--- config.mk ---
export PLATFORM = sky130hd
export DESIGN_NAME = seq_divider
export DESIGN_NICKNAME = d
export VERILOG_FILES = /design/src/rtl/div_pkg.sv /design/src/rtl/div_step.sv /design/src/rtl/seq_divider.sv
export SDC_FILE = /design/constraint.sdc
export NUM_CORES = 1
export LEC_CHECK = 0
export ABC_AREA = 1
export ABC_CLOCK_PERIOD_IN_PS = 6900
export BUFFER_PORTS_ARGS = -buffer_cell sky130_fd_sc_hd__buf_2
export CAP_MARGIN = 20
export CORE_MARGIN = 2
export CORE_UTILIZATION = 45
export DETAILED_ROUTE_END_ITERATION = 10
export PLACE_DENSITY = 0.61
export SETUP_SLACK_MARGIN = 0.15
export SLEW_MARGIN = 20
export SYNTH_ARGS = -nofsm -noshare
export SYNTH_HDL_FRONTEND = slang
export SYNTH_SLANG_ARGS = --single-unit
export TNS_END_PERCENT = 50
--- constraint.sdc ---
create_clock -name clk -period 6.9 [get_ports clk]
set_input_delay 0.345 -clock clk [delete_from_list [all_inputs] [get_ports clk]]
set_output_delay 0.345 -clock clk [all_outputs]
set_load 0.02 [all_outputs]
--- src/rtl/div_pkg.sv ---
// Shared types and constants for the sequential restoring divider.
package div_pkg;

  typedef enum logic [1:0] {IDLE, CALC, DONE} div_state_t;

  // Divide-by-zero quotient is all ones. The top slices this to its own width,
  // so operand widths up to DIV_MAX_W are supported.
  localparam int unsigned DIV_MAX_W = 1024;
  localparam logic [DIV_MAX_W-1:0] DIV_ZERO_Q = '1;

endpackage

--- src/rtl/div_step.sv ---
// One restoring shift-and-subtract iteration: shift in a dividend bit, try the divisor.
module div_step #(
  parameter int n = 32
) (
  input  logic [n-1:0] i_rem,
  input  logic         i_msb,
  input  logic [n-1:0] i_div,
  output logic [n-1:0] o_rem,
  output logic         o_qbit
);

  logic [n:0] w_shift;
  logic [n:0] w_diff;

  assign w_shift = {i_rem, i_msb};
  assign w_diff  = w_shift - {1'b0, i_div};

  // rem < divisor holds between steps, so w_shift < 2*divisor. A successful
  // subtract therefore leaves bit n clear, and a failed one always sets it,
  // which makes bit n an exact n+1-bit borrow.
  assign o_qbit = ~w_diff[n];
  assign o_rem  = o_qbit ? w_diff[n-1:0] : w_shift[n-1:0];

endmodule

--- src/rtl/seq_divider.sv ---
// Multi-cycle unsigned divider retiring one quotient bit per clock.
module seq_divider
  import div_pkg::*;
#(
  parameter int n = 32
) (
  input  logic         clk,
  input  logic         rst,
  input  logic         start,
  input  logic [n-1:0] a,
  input  logic [n-1:0] b,
  output logic         busy,
  output logic         done,
  output logic [n-1:0] q,
  output logic [n-1:0] r,
  output logic         div_by_zero
);

  localparam int CNT_W = $clog2(n + 1);
  localparam logic [CNT_W-1:0] LAST_CNT = CNT_W'(n - 1);

  div_state_t       r_state, w_state_nxt;
  logic [CNT_W-1:0] r_cnt;
  logic [n-1:0]     r_rem;
  logic [n-1:0]     r_dvd;
  logic [n-1:0]     r_div;
  logic [n-1:0]     r_q;
  logic [n-1:0]     r_r;
  logic             r_dbz;

  logic [n-1:0]     w_rem_nxt;
  logic             w_qbit;
  logic             w_accept;
  logic             w_last;

  div_step #(.n(n)) u_step (
    .i_rem  (r_rem),
    .i_msb  (r_dvd[n-1]),
    .i_div  (r_div),
    .o_rem  (w_rem_nxt),
    .o_qbit (w_qbit)
  );

  assign w_accept = start && (r_state != CALC);
  assign w_last   = (r_state == CALC) && (r_cnt == LAST_CNT);

  always_ff @(posedge clk or posedge rst) begin
    if (rst) r_state <= IDLE;
    else     r_state <= w_state_nxt;
  end

  always_comb begin
    w_state_nxt = IDLE;
    case (r_state)
      IDLE, DONE: begin
        if (start) w_state_nxt = (b == '0) ? DONE : CALC;
        else       w_state_nxt = IDLE;
      end
      CALC:    w_state_nxt = w_last ? DONE : CALC;
      default: w_state_nxt = IDLE;
    endcase
  end

  always_ff @(posedge clk or posedge rst) begin
    if (rst) begin
      r_cnt <= '0;
      r_rem <= '0;
      r_dvd <= '0;
      r_div <= '0;
      r_q   <= '0;
      r_r   <= '0;
      r_dbz <= 1'b0;
    end else if (w_accept) begin
      r_div <= b;
      if (b == '0) begin
        r_q   <= DIV_ZERO_Q[n-1:0];
        r_r   <= a;
        r_dbz <= 1'b1;
      end else begin
        r_rem <= '0;
        r_dvd <= a;
        r_cnt <= '0;
      end
    end else if (r_state == CALC) begin
      r_rem <= w_rem_nxt;
      r_dvd <= {r_dvd[n-2:0], w_qbit};
      r_cnt <= r_cnt + 1'b1;
      if (w_last) begin
        r_q   <= {r_dvd[n-2:0], w_qbit};
        r_r   <= w_rem_nxt;
        r_dbz <= 1'b0;
      end
    end
  end

  assign busy        = (r_state == CALC);
  assign done        = (r_state == DONE);
  assign q           = r_q;
  assign r           = r_r;
  assign div_by_zero = r_dbz;

endmodule
Yosys cells after proc, flatten, opt, wreduce, memory -nomap -nowiden
Index checks and enable logic that the tools add are counted.

operators by class
  reductions and logical operators = 9
  bitwise operators = 1
  add/subtract/negate cells = 2
  mux-type cells = 26
  equal/unequal tests = 6

operator list
  operator                                                               number
  32-bit 2-to-1 mux                                                      15
  33-bit by 32-bit subtractor with 33-bit output                         1
  32-bit logical NOT                                                     1
  6-bit 2-to-1 mux                                                       3
  6-bit by 1-bit adder with 6-bit output, second input constant          1
  6-bit by 5-bit equality test with 1-bit output, second input constant  1
  2-bit 2-to-1 mux                                                       3
  1-bit 2-to-1 mux                                                       4
  2-bit by 1-bit != test with 1-bit output, second input constant        2
  2-bit one-hot mux with 2 select lines                                  1
  2-bit nonzero test                                                     2
  3-bit AND reduction                                                    1
  2-bit by 1-bit equality test with 1-bit output, second input constant  1
  2-bit equality test, second input constant                             1
  1-bit logical AND                                                      2
  2-bit logical NOT                                                      1
  2-bit != test, second input constant                                   1
  2-bit AND reduction                                                    1
  2-bit OR reduction                                                     1
  1-bit NOT                                                              1

storage, ports and cells
  register bits = 169
  output and inout bits = 67

Depth between registers and ports, before layout
Gate-level depths: netlist (run 1).

  word-level depth = 5
  depth in mapped cells = 19
  mapped depth without buffers = 18

Modules after synthesis
Synthesis (run 1) repeated with hierarchy kept, for this count alone.

second synthesis, totals
  cells, all modules = 1627
  area, all modules = 10650.2 um^2

by module, submodules not included
  module       cells each  sequential area each (um^2)  area an instance (um^2)  times used
  seq_divider  944         4229.1                       7487.2                   1
  div_step     683         0.0                          3163.0                   1

Worst setup path after synthesis (run 1)
OpenSTA, ideal clock, no wires.

  path type = flip-flop to flip-flop
  start = register r_dvd[31]
  end = register r_r[26], in the netlist r[26]
  slack = 4.718 ns
  cell stages (with the launch flop) = 20
  arrival = 2.069 ns
  path buffers = 1
  data required time = 6.787 ns
  cell sequence = dfrtp_1 -> inv_1 -> ha_1 -> inv_1 -> fa_1 -> nand2_1 -> nand2_1 -> nand3_2 -> nand2_2 -> nand2_2 -> nand2_4 -> nand2_4 -> nand2_4 -> nand2_4 -> nand2_8 -> buf_8 -> nand3_1 -> nand3_1 -> nand2_1 -> inv_1

between the ends
  cells in the longest elaborated chain, start to end = 5

ends and longest elaborated chain
  element                                         RTL line           text
  start: declaration                              seq_divider.sv:25  logic [n-1:0] r_dvd;
  start signal: assignment                        seq_divider.sv:86  r_dvd <= {r_dvd[n-2:0], w_qbit};
  33-bit by 32-bit subtractor with 33-bit output  div_step.sv:16     assign w_diff = w_shift - {1'b0, i_div};
  32-bit 2-to-1 mux                               div_step.sv:22     assign o_rem = o_qbit ? w_diff[n-1:0] : w_shift[n-1:0];
  32-bit 2-to-1 mux                               seq_divider.sv:88  if (w_last) begin
  32-bit 2-to-1 mux                               seq_divider.sv:84  end else if (r_state == CALC) begin
  32-bit 2-to-1 mux                               seq_divider.sv:73  end else if (w_accept) begin
  end signal: assignment                          seq_divider.sv:90  r_r <= w_rem_nxt;
  end: declaration                                seq_divider.sv:28  logic [n-1:0] r_r;

Every way passes these cells. The select of a mux whose other input is x is not followed.
A chain may end at the register's enable or synchronous reset.

Final worst setup path (run 1)
  start = register r_state[1]
  end = register r_r[28], in the netlist r[28]

between the ends
  cells in the longest elaborated chain, start to end = 4

ends and longest elaborated chain
  element                                                                                                            RTL line                                                 text
  start: declaration                                                                                                 seq_divider.sv:22                                        div_state_t r_state, w_state_nxt;
  start signal: assignment                                                                                           seq_divider.sv:49                                        else r_state <= w_state_nxt;
  2-bit by 1-bit != test with 1-bit output / 2-bit by 1-bit equality test with 1-bit output (equally long branches)  seq_divider.sv:44, seq_divider.sv:45, seq_divider.sv:84
  1-bit logical AND (on tied branches)                                                                               seq_divider.sv:44, seq_divider.sv:45
  2-bit by 1-bit != test with 1-bit output (no line) / 2-bit nonzero test (equally long branches)                    --
  3-bit AND reduction (no line)                                                                                      --

Several ways; a longest one is shown, not always the timed one.

==> reports/results.ini, run 1 <==
[status]
outcome = complete, no violations

[detailed_routing]
drt_wl_total_mm = 29.1
num_vias = 9662
wire_per_inst_microns = 14.7
first_iter_violations = 754
vias_per_cell = 4.88
drt_pass1_iterations = 6
postRouteAntennaNets = 0
post-route-drc-count = 0

[power_and_ir_drop]
power_frac_comb = 0.616
intPower_mw = 3.33
p_per_area_mw_per_mm2 = 572
clockPowerShare = 0.141
p_leak_nw = 7.16
p_sw_mw = 3.66
p_sw_frac = 0.523
seqPwrFrac = 0.244
ir_worst_vdd_mv = 0.252

[setup_path]
worst_ep_required_time_ns = 7.24
cp_top_family = buffers and inverters
reg2reg_slack_ns = 3.22
crit_buf_inv = 6
crit_chain = nor2_4 -> inv_2 -> nand2_4 -> inv_2 -> buf_4 -> a21oi_4 -> inv_2 -> buf_4 -> or2_2 -> nand2_1 -> inv_1
endpoint_kind = flop
worst-endpoint-arrival_ns = 4.02
critPathKind = flop to flop
cpMaxStageDelayCell = a21oi_4
crit_fanout = 98
critPathMostFrequentCell = inv_2
crit_path_start_kind = flop
worst_path_largest_cell_delay_ns = 0.76

[timing]
tns_ns = 0
drv_slew = 0
setup_viol = 0
layout_min_cycle_time_ns = 3.68
tightest_slew_ns = 0.971
fmax_mhz = 271
finalHoldViolations = 0
final.period_utilization = 0.534
rsz0062_at_grt = false
clock_skew_ns = 0.0160
slew_headroom = 0.352

[logic_synthesis]
synth.avg_cell_area_sq_um = 6.99
synth_area_leaders = dfrtp_1, nand2_1, inv_1
synth_nets = 1647
async_reset_ff_frac = 1.00
synth_area_sq_mm = 0.0108
yosys_warnings = 0
yosysMostFrequentCell = nand2_1
ys.flop_type = dfrtp_1
synth_top_area_frac = 0.391
postSynthCellCount = 1546
synth_top_area_cell = dfrtp_1
synth_commonest_cells = nand2_1, inv_1, dfrtp_1, o21ai_0, a21oi_1
synth_seq_cells = 169
synth_edf_count = 0
synth_cell_type_count = 41
ys_seq_area_frac = 0.391

[cts]
postCtsResizedCells = 0
clk_pin_slew_ns = 0.08
insertion_delay_ns = 0.44
cts_sinks = 169
post_cts_buffers = 0
cts-root-buf = clkbuf_16
cts_tree = yes
holdBufCountCts = 0
numCtsBuffers = 17
htreeDepth = 4
cts_buffer_depth = 2

[global_routing]
antenna_found_initial = 0
grt_overflow_total = 0
grt_pass1_wl_mm = 48.1
grt_max_degree = 99
track_usage = 0.237
first_global_vias = 9150

[final_layout]
syn_to_final_growth_pct = 13.0
multiInputGateArea_sq_mm = 0.00522
diodes = 0
final_area_sq_mm = 0.0122
drive_gt1_frac = 0.160
final_nets = 1748
stdcell_count = 1979
fillers = 2423
seqCellArea_sq_mm = 0.00423

[place]
place_inst = 1947
hpwl_mm = 21.7
postPlaceCellArea_sq_mm = 0.0116
portBuffers = 133
gp_congestion = 0.898

[worst_hold_path]
worst_hold_path_type = input port to async pin

[die]
rows = 56
die_x_microns = 159
initial_core_util = 0.459
die_h_microns = 159
io_pins = 134
core_area_sq_mm = 0.0235
die-area_sq_mm = 0.0253

[run]
maxCapViolCount = 0

[path summary, 6_finish.rpt]
kind	startpoint	depth (start not counted)	endpoint
max	r_state[1]$_DFF_PP0_	11	r[28]$_DFFE_PP0P_
min in group clk	b[14]	3	r_div[14]$_DFFE_PP0P_
max reg2reg	r_state[1]$_DFF_PP0_	11	r[28]$_DFFE_PP0P_
min reg2reg	r_div[25]$_DFFE_PP0P_	2	r_div[25]$_DFFE_PP0P_
min	rst	2	div_by_zero$_DFFE_PP0P_
max in group asynchronous	rst	3	r_rem[24]$_DFFE_PP0P_
[per-stage QoR]
step | hold slack (ns) | setup WS [ns] | power, mW | util
after floorplan | 0.453 | 1.98 | 5.08 | -
after global placement | 0.470 | 3.33 | 5.92 | 0.493
after detailed placement | 0.477 | 3.22 | 5.98 | 0.493
after CTS | 0.103 | 3.19 | 7.01 | 0.519
after global routing | 0.138 | 2.85 | 7.72 | 0.519
final | 0.0616 | 3.22 | 6.99 | 0.519
[routing by layer]
| layer | track usage | part of all wire | up-vias |
|---|---|---|---|
| li1 | - | - | 4943 |
| met1 | 0.361 | 0.51 | 4464 |
| met2 | 0.354 | 0.43 | 229 |
| met3 | 0.0357 | 0.054 | 26 |
| met4 | 0.0550 | 0.014 | 0 |
| met5 | 0 | 0 | - |
[registers in the layout, indices dropped and copies added (netlist names)]
| register | flops |
|---|---|
| r_dvd | 32 |
| r_div | 32 |
| q | 32 |
| r_cnt | 6 |
| div_by_zero | 1 |
| r_state | 2 |
| r_rem | 32 |
| r | 32 |
[layout by cell type (no fill, tap or decap), drive strengths merged, types with 4 or more instances in the layout]
cell type	Yosys	routed
nand3	122	122
nand4	15	15
xor2	15	15
nor3	10	10
inv	279	287
nor2	79	79
ha	33	33
and2	4	4
clkbuf	29	18
dfrtp	169	169
o21ai	95	95
clkinv	0	6
a21oi	86	86
or2	33	33
nand2	536	536
buf	28	139
[final cells by class]
| cell class | count | share of cell area |
|---|---|---|
| clock buffer | 18 | 0.0360 |
| inverter | 279 | 0.0861 |
| clock inverter | 14 | 0.0138 |
| sequential | 169 | 0.346 |
| tap | 319 | 0.0327 |
| multi-input combinational | 1041 | 0.427 |
| timing repair buffer | 139 | 0.0582 |
[logic make-up after synthesis]
group | share of synthesized area
adder cells (fa/ha/maj) | 0.0401
AO/OA/AOI/OAI | 0.0927
XOR/XNOR | 0.0138
AND/OR/NAND/NOR | 0.335
buffers and inverters | 0.127
flip-flops | 0.391
[power by group through the flow]
stage                     registers, mW  logic [mW]  clock network (mW)
after floorplan                    1.81        3.27                   0
after detailed placement           1.71        4.27                   0
final                              1.70        4.31               0.985
after CTS                          1.70        4.31               0.998
after global routing               1.75        4.92                1.04
after global placement             1.71        4.21                   0
Power figures use the tool's default switching activity.
==> run 2: changes to the inputs <==
--- a/config.mk
+++ b/config.mk
@@ -6,13 +6,13 @@
 export NUM_CORES = 1
 export LEC_CHECK = 0
 export ABC_AREA = 1
-export ABC_CLOCK_PERIOD_IN_PS = 6900
+export ABC_CLOCK_PERIOD_IN_PS = 3220
 export BUFFER_PORTS_ARGS = -buffer_cell sky130_fd_sc_hd__buf_2
 export CAP_MARGIN = 20
 export CORE_MARGIN = 2
 export CORE_UTILIZATION = 45
 export DETAILED_ROUTE_END_ITERATION = 10
-export PLACE_DENSITY = 0.61
+export PLACE_DENSITY = 0.64
 export SETUP_SLACK_MARGIN = 0.15
 export SLEW_MARGIN = 20
 export SYNTH_ARGS = -nofsm -noshare
==> constraint.sdc (replaced) <==
create_clock -name clk -period 3.22 [get_ports clk]
set_input_delay 0.161 -clock clk [delete_from_list [all_inputs] [get_ports clk]]
set_output_delay 0.161 -clock clk [all_outputs]
set_load 0.02 [all_outputs]
==> run 2 against run 1 <==
- first-iteration DRC count grew 6.1%
- core utilization grew 0.96 points
- combinational power grew 120%
- non-clock buffer count grew 21
- count of clock-buffer cells in the layout shrank 1
- sequential share of layout area shrank 0.63 points
- largest cell class unchanged
==> reports/results.ini, run 2 (synthesized netlist as in run 1, its figures left out) <==
[final_layout]
final_core_util = 0.528  ; +0.00962
syn_to_final_growth_pct = 15.1
stdcell_count = 2001  ; +1.1%
final_cell_mix = nand2_1, inv_1, dfrtp_1, buf_2, o21ai_0
drive_gt1_frac = 0.162  ; +0.00207
layout_commonest_cell = nand2_1
diodes = 0  ; unchanged
final_nets = 1770  ; +1.3%
final_area_sq_mm = 0.0124  ; +1.9%

[timing]
whs_ns = 0.0150  ; -0.0466 ns
clock_skew_ns = 0.0155  ; -0.000510 ns
fmax_mhz = 367  ; +35%
tightest_slew_ns = 0.891  ; -0.0800 ns
drv_slew = 0  ; unchanged
tns_ns = 0  ; unchanged
final.period_utilization = 0.846  ; +0.313
finalHoldViolations = 0  ; unchanged
worst_slack_ns = 0.495  ; -2.72 ns
setup_viol = 0  ; unchanged
rsz0062_at_grt = false
layout_min_cycle_time_ns = 2.73  ; -0.958 ns
slew_headroom = 0.404  ; +0.0521

[global_routing]
first_global_vias = 9262  ; +1.2%
track_usage = 0.235  ; -0.00115
antenna_found_initial = 0  ; unchanged
grt_max_degree = 98  ; -1.0%
grt_pass1_wl_mm = 47.7  ; -0.83%
grt_overflow_total = 0  ; unchanged

[status]
outcome = complete, no violations

[setup_path]
worst-endpoint-arrival_ns = 3.11  ; -0.91 ns
crit_fanout = 32  ; -67%
cpMaxStageDelayCell = dfrtp_1
critPathKind = flop to flop
crit_chain = ha_1 -> inv_1 -> fa_1 -> nand2_1 -> nand2_1 -> nand3_2 -> nand2_2 -> nand2_2 -> nand2_4 -> nand2_4 -> nand3_1 -> nand2_4 -> nand3_1 -> nand3_1 -> nand2_1 -> inv_1
cp_top_family = simple AND/OR/NAND/NOR gates
worst_path_largest_cell_delay_ns = 0.46  ; -0.30 ns
endpoint_kind = flop
crit_buf_inv = 2  ; -4
crit_path_start_kind = flop
worst_ep_required_time_ns = 3.61  ; -3.63 ns

[place]
hpwl_mm = 21.9  ; +0.57%
gp_congestion = 0.903  ; +0.50%
post-place-ws_ns = 0.469  ; -2.75 ns
place_inst = 1953  ; +0.31%
portBuffers = 133  ; unchanged
postPlaceCellArea_sq_mm = 0.0117  ; +0.81%

[power_and_ir_drop]
p_per_area_mw_per_mm2 = 1210  ; +110%
total_power_mw = 15.0  ; +110%
p_leak_nw = 7.25  ; +1.2%
intPower_mw = 7.14  ; +110%
seqPwrFrac = 0.244  ; about the same
p_sw_frac = 0.525  ; +0.00120
clockPowerShare = 0.137  ; -0.004
ir_worst_vdd_mv = 0.568  ; +130%
p_sw_mw = 7.88  ; +120%
power_frac_comb = 0.620  ; +0.004

[cts]
numCtsBuffers = 17  ; unchanged
cts-root-buf = clkbuf_16
cts_sinks = 169  ; unchanged
cts_tree = yes
cts_buffer_depth = 2  ; unchanged
htreeDepth = 4  ; unchanged
post_cts_buffers = 0  ; unchanged
clk_pin_slew_ns = 0.07  ; about the same
insertion_delay_ns = 0.44  ; about the same

[detailed_routing]
first_iter_violations = 800  ; +6.1%
drt_pass1_iterations = 5  ; -1
num_vias = 9789  ; +1.3%
wire_per_inst_microns = 14.8  ; +0.44%
postRouteAntennaNets = 0  ; unchanged
vias_per_cell = 4.89  ; +0.20%
drt_wl_total_mm = 29.5  ; +1.6%
post-route-drc-count = 0  ; unchanged

[die]
rows = 56  ; unchanged
die_x_microns = 159  ; unchanged
initial_core_util = 0.459  ; unchanged
io_pins = 134  ; unchanged
core_area_sq_mm = 0.0235  ; unchanged
die-area_sq_mm = 0.0253  ; unchanged
die_h_microns = 159  ; unchanged

[worst_hold_path]
worst_hold_path_type = input port to flop

[run]
maxCapViolCount = 0  ; unchanged

run 2: cell types whose count changed in the layout (fill, tap and decap cells not counted), sizes merged:
cell         delta
dlygate4sd3    +15
a21oi           +1
clkinv          -1
clkinvlp        +4
inv             -2
buf             +6
clkbuf          -1
run 2: cell type report:
type                       instances  area (sq um)
multi-input combinational       1042          5230
tap                              319           399
clock inverter                    15           156
fill                            2353         11100
timing repair buffer             160           956
clock buffer                      17           425
sequential                       169          4230
inverter                         279          1050
run 2: routing by layer:
| metal | vias to the layer above | wire length (microns) | GRT usage |
|---|---|---|---|
| met2 | 230 | 12900 | 0.357 |
| li1 | 4997 | - | - |
| met5 | - | 0 | 0 |
| met3 | 20 | 1690 | 0.0487 |
| met1 | 4542 | 14700 | 0.348 |
| met4 | 0 | 288 | 0.0500 |
run 2: final timing paths:
kind	from	endpoint	slack [ns]	depth (start not counted)
max	r_div[0]$_DFFE_PP0P_	r[29]$_DFFE_PP0P_	0.49	16
min	b[6]	r_div[6]$_DFFE_PP0P_	0.01	3
max reg2reg	r_div[0]$_DFFE_PP0P_	r[29]$_DFFE_PP0P_	0.49	16
min reg2reg	r_div[29]$_DFFE_PP0P_	r_div[29]$_DFFE_PP0P_	0.50	2
max in group asynchronous	rst	r_rem[3]$_DFFE_PP0P_	1.91	4
min in group asynchronous	rst	r_div[6]$_DFFE_PP0P_	0.44	3
run 2: power groups by stage:
stage	Combinational [mW]	Sequential [mW]	Clock (mW)
3_5_place_dp	9.19	3.68	0
4_1_cts	9.27	3.65	2.09
5_1_grt	10.6	3.76	2.17
2_1_floorplan	7.02	3.87	0
3_3_place_gp	9.09	3.67	0
6_report	9.31	3.66	2.05
run 2: repair_timing:
action	CTS	global route
setup endpoints to repair	0	1
hold endpoints to repair	50	0
resized for setup	0	0
hold buffers	15	0
run 2: worst min-delay path, cell delays in order:
cell	delay, ns
buf_2	0.10
inv_1	0.06
o21ai_0	0.08
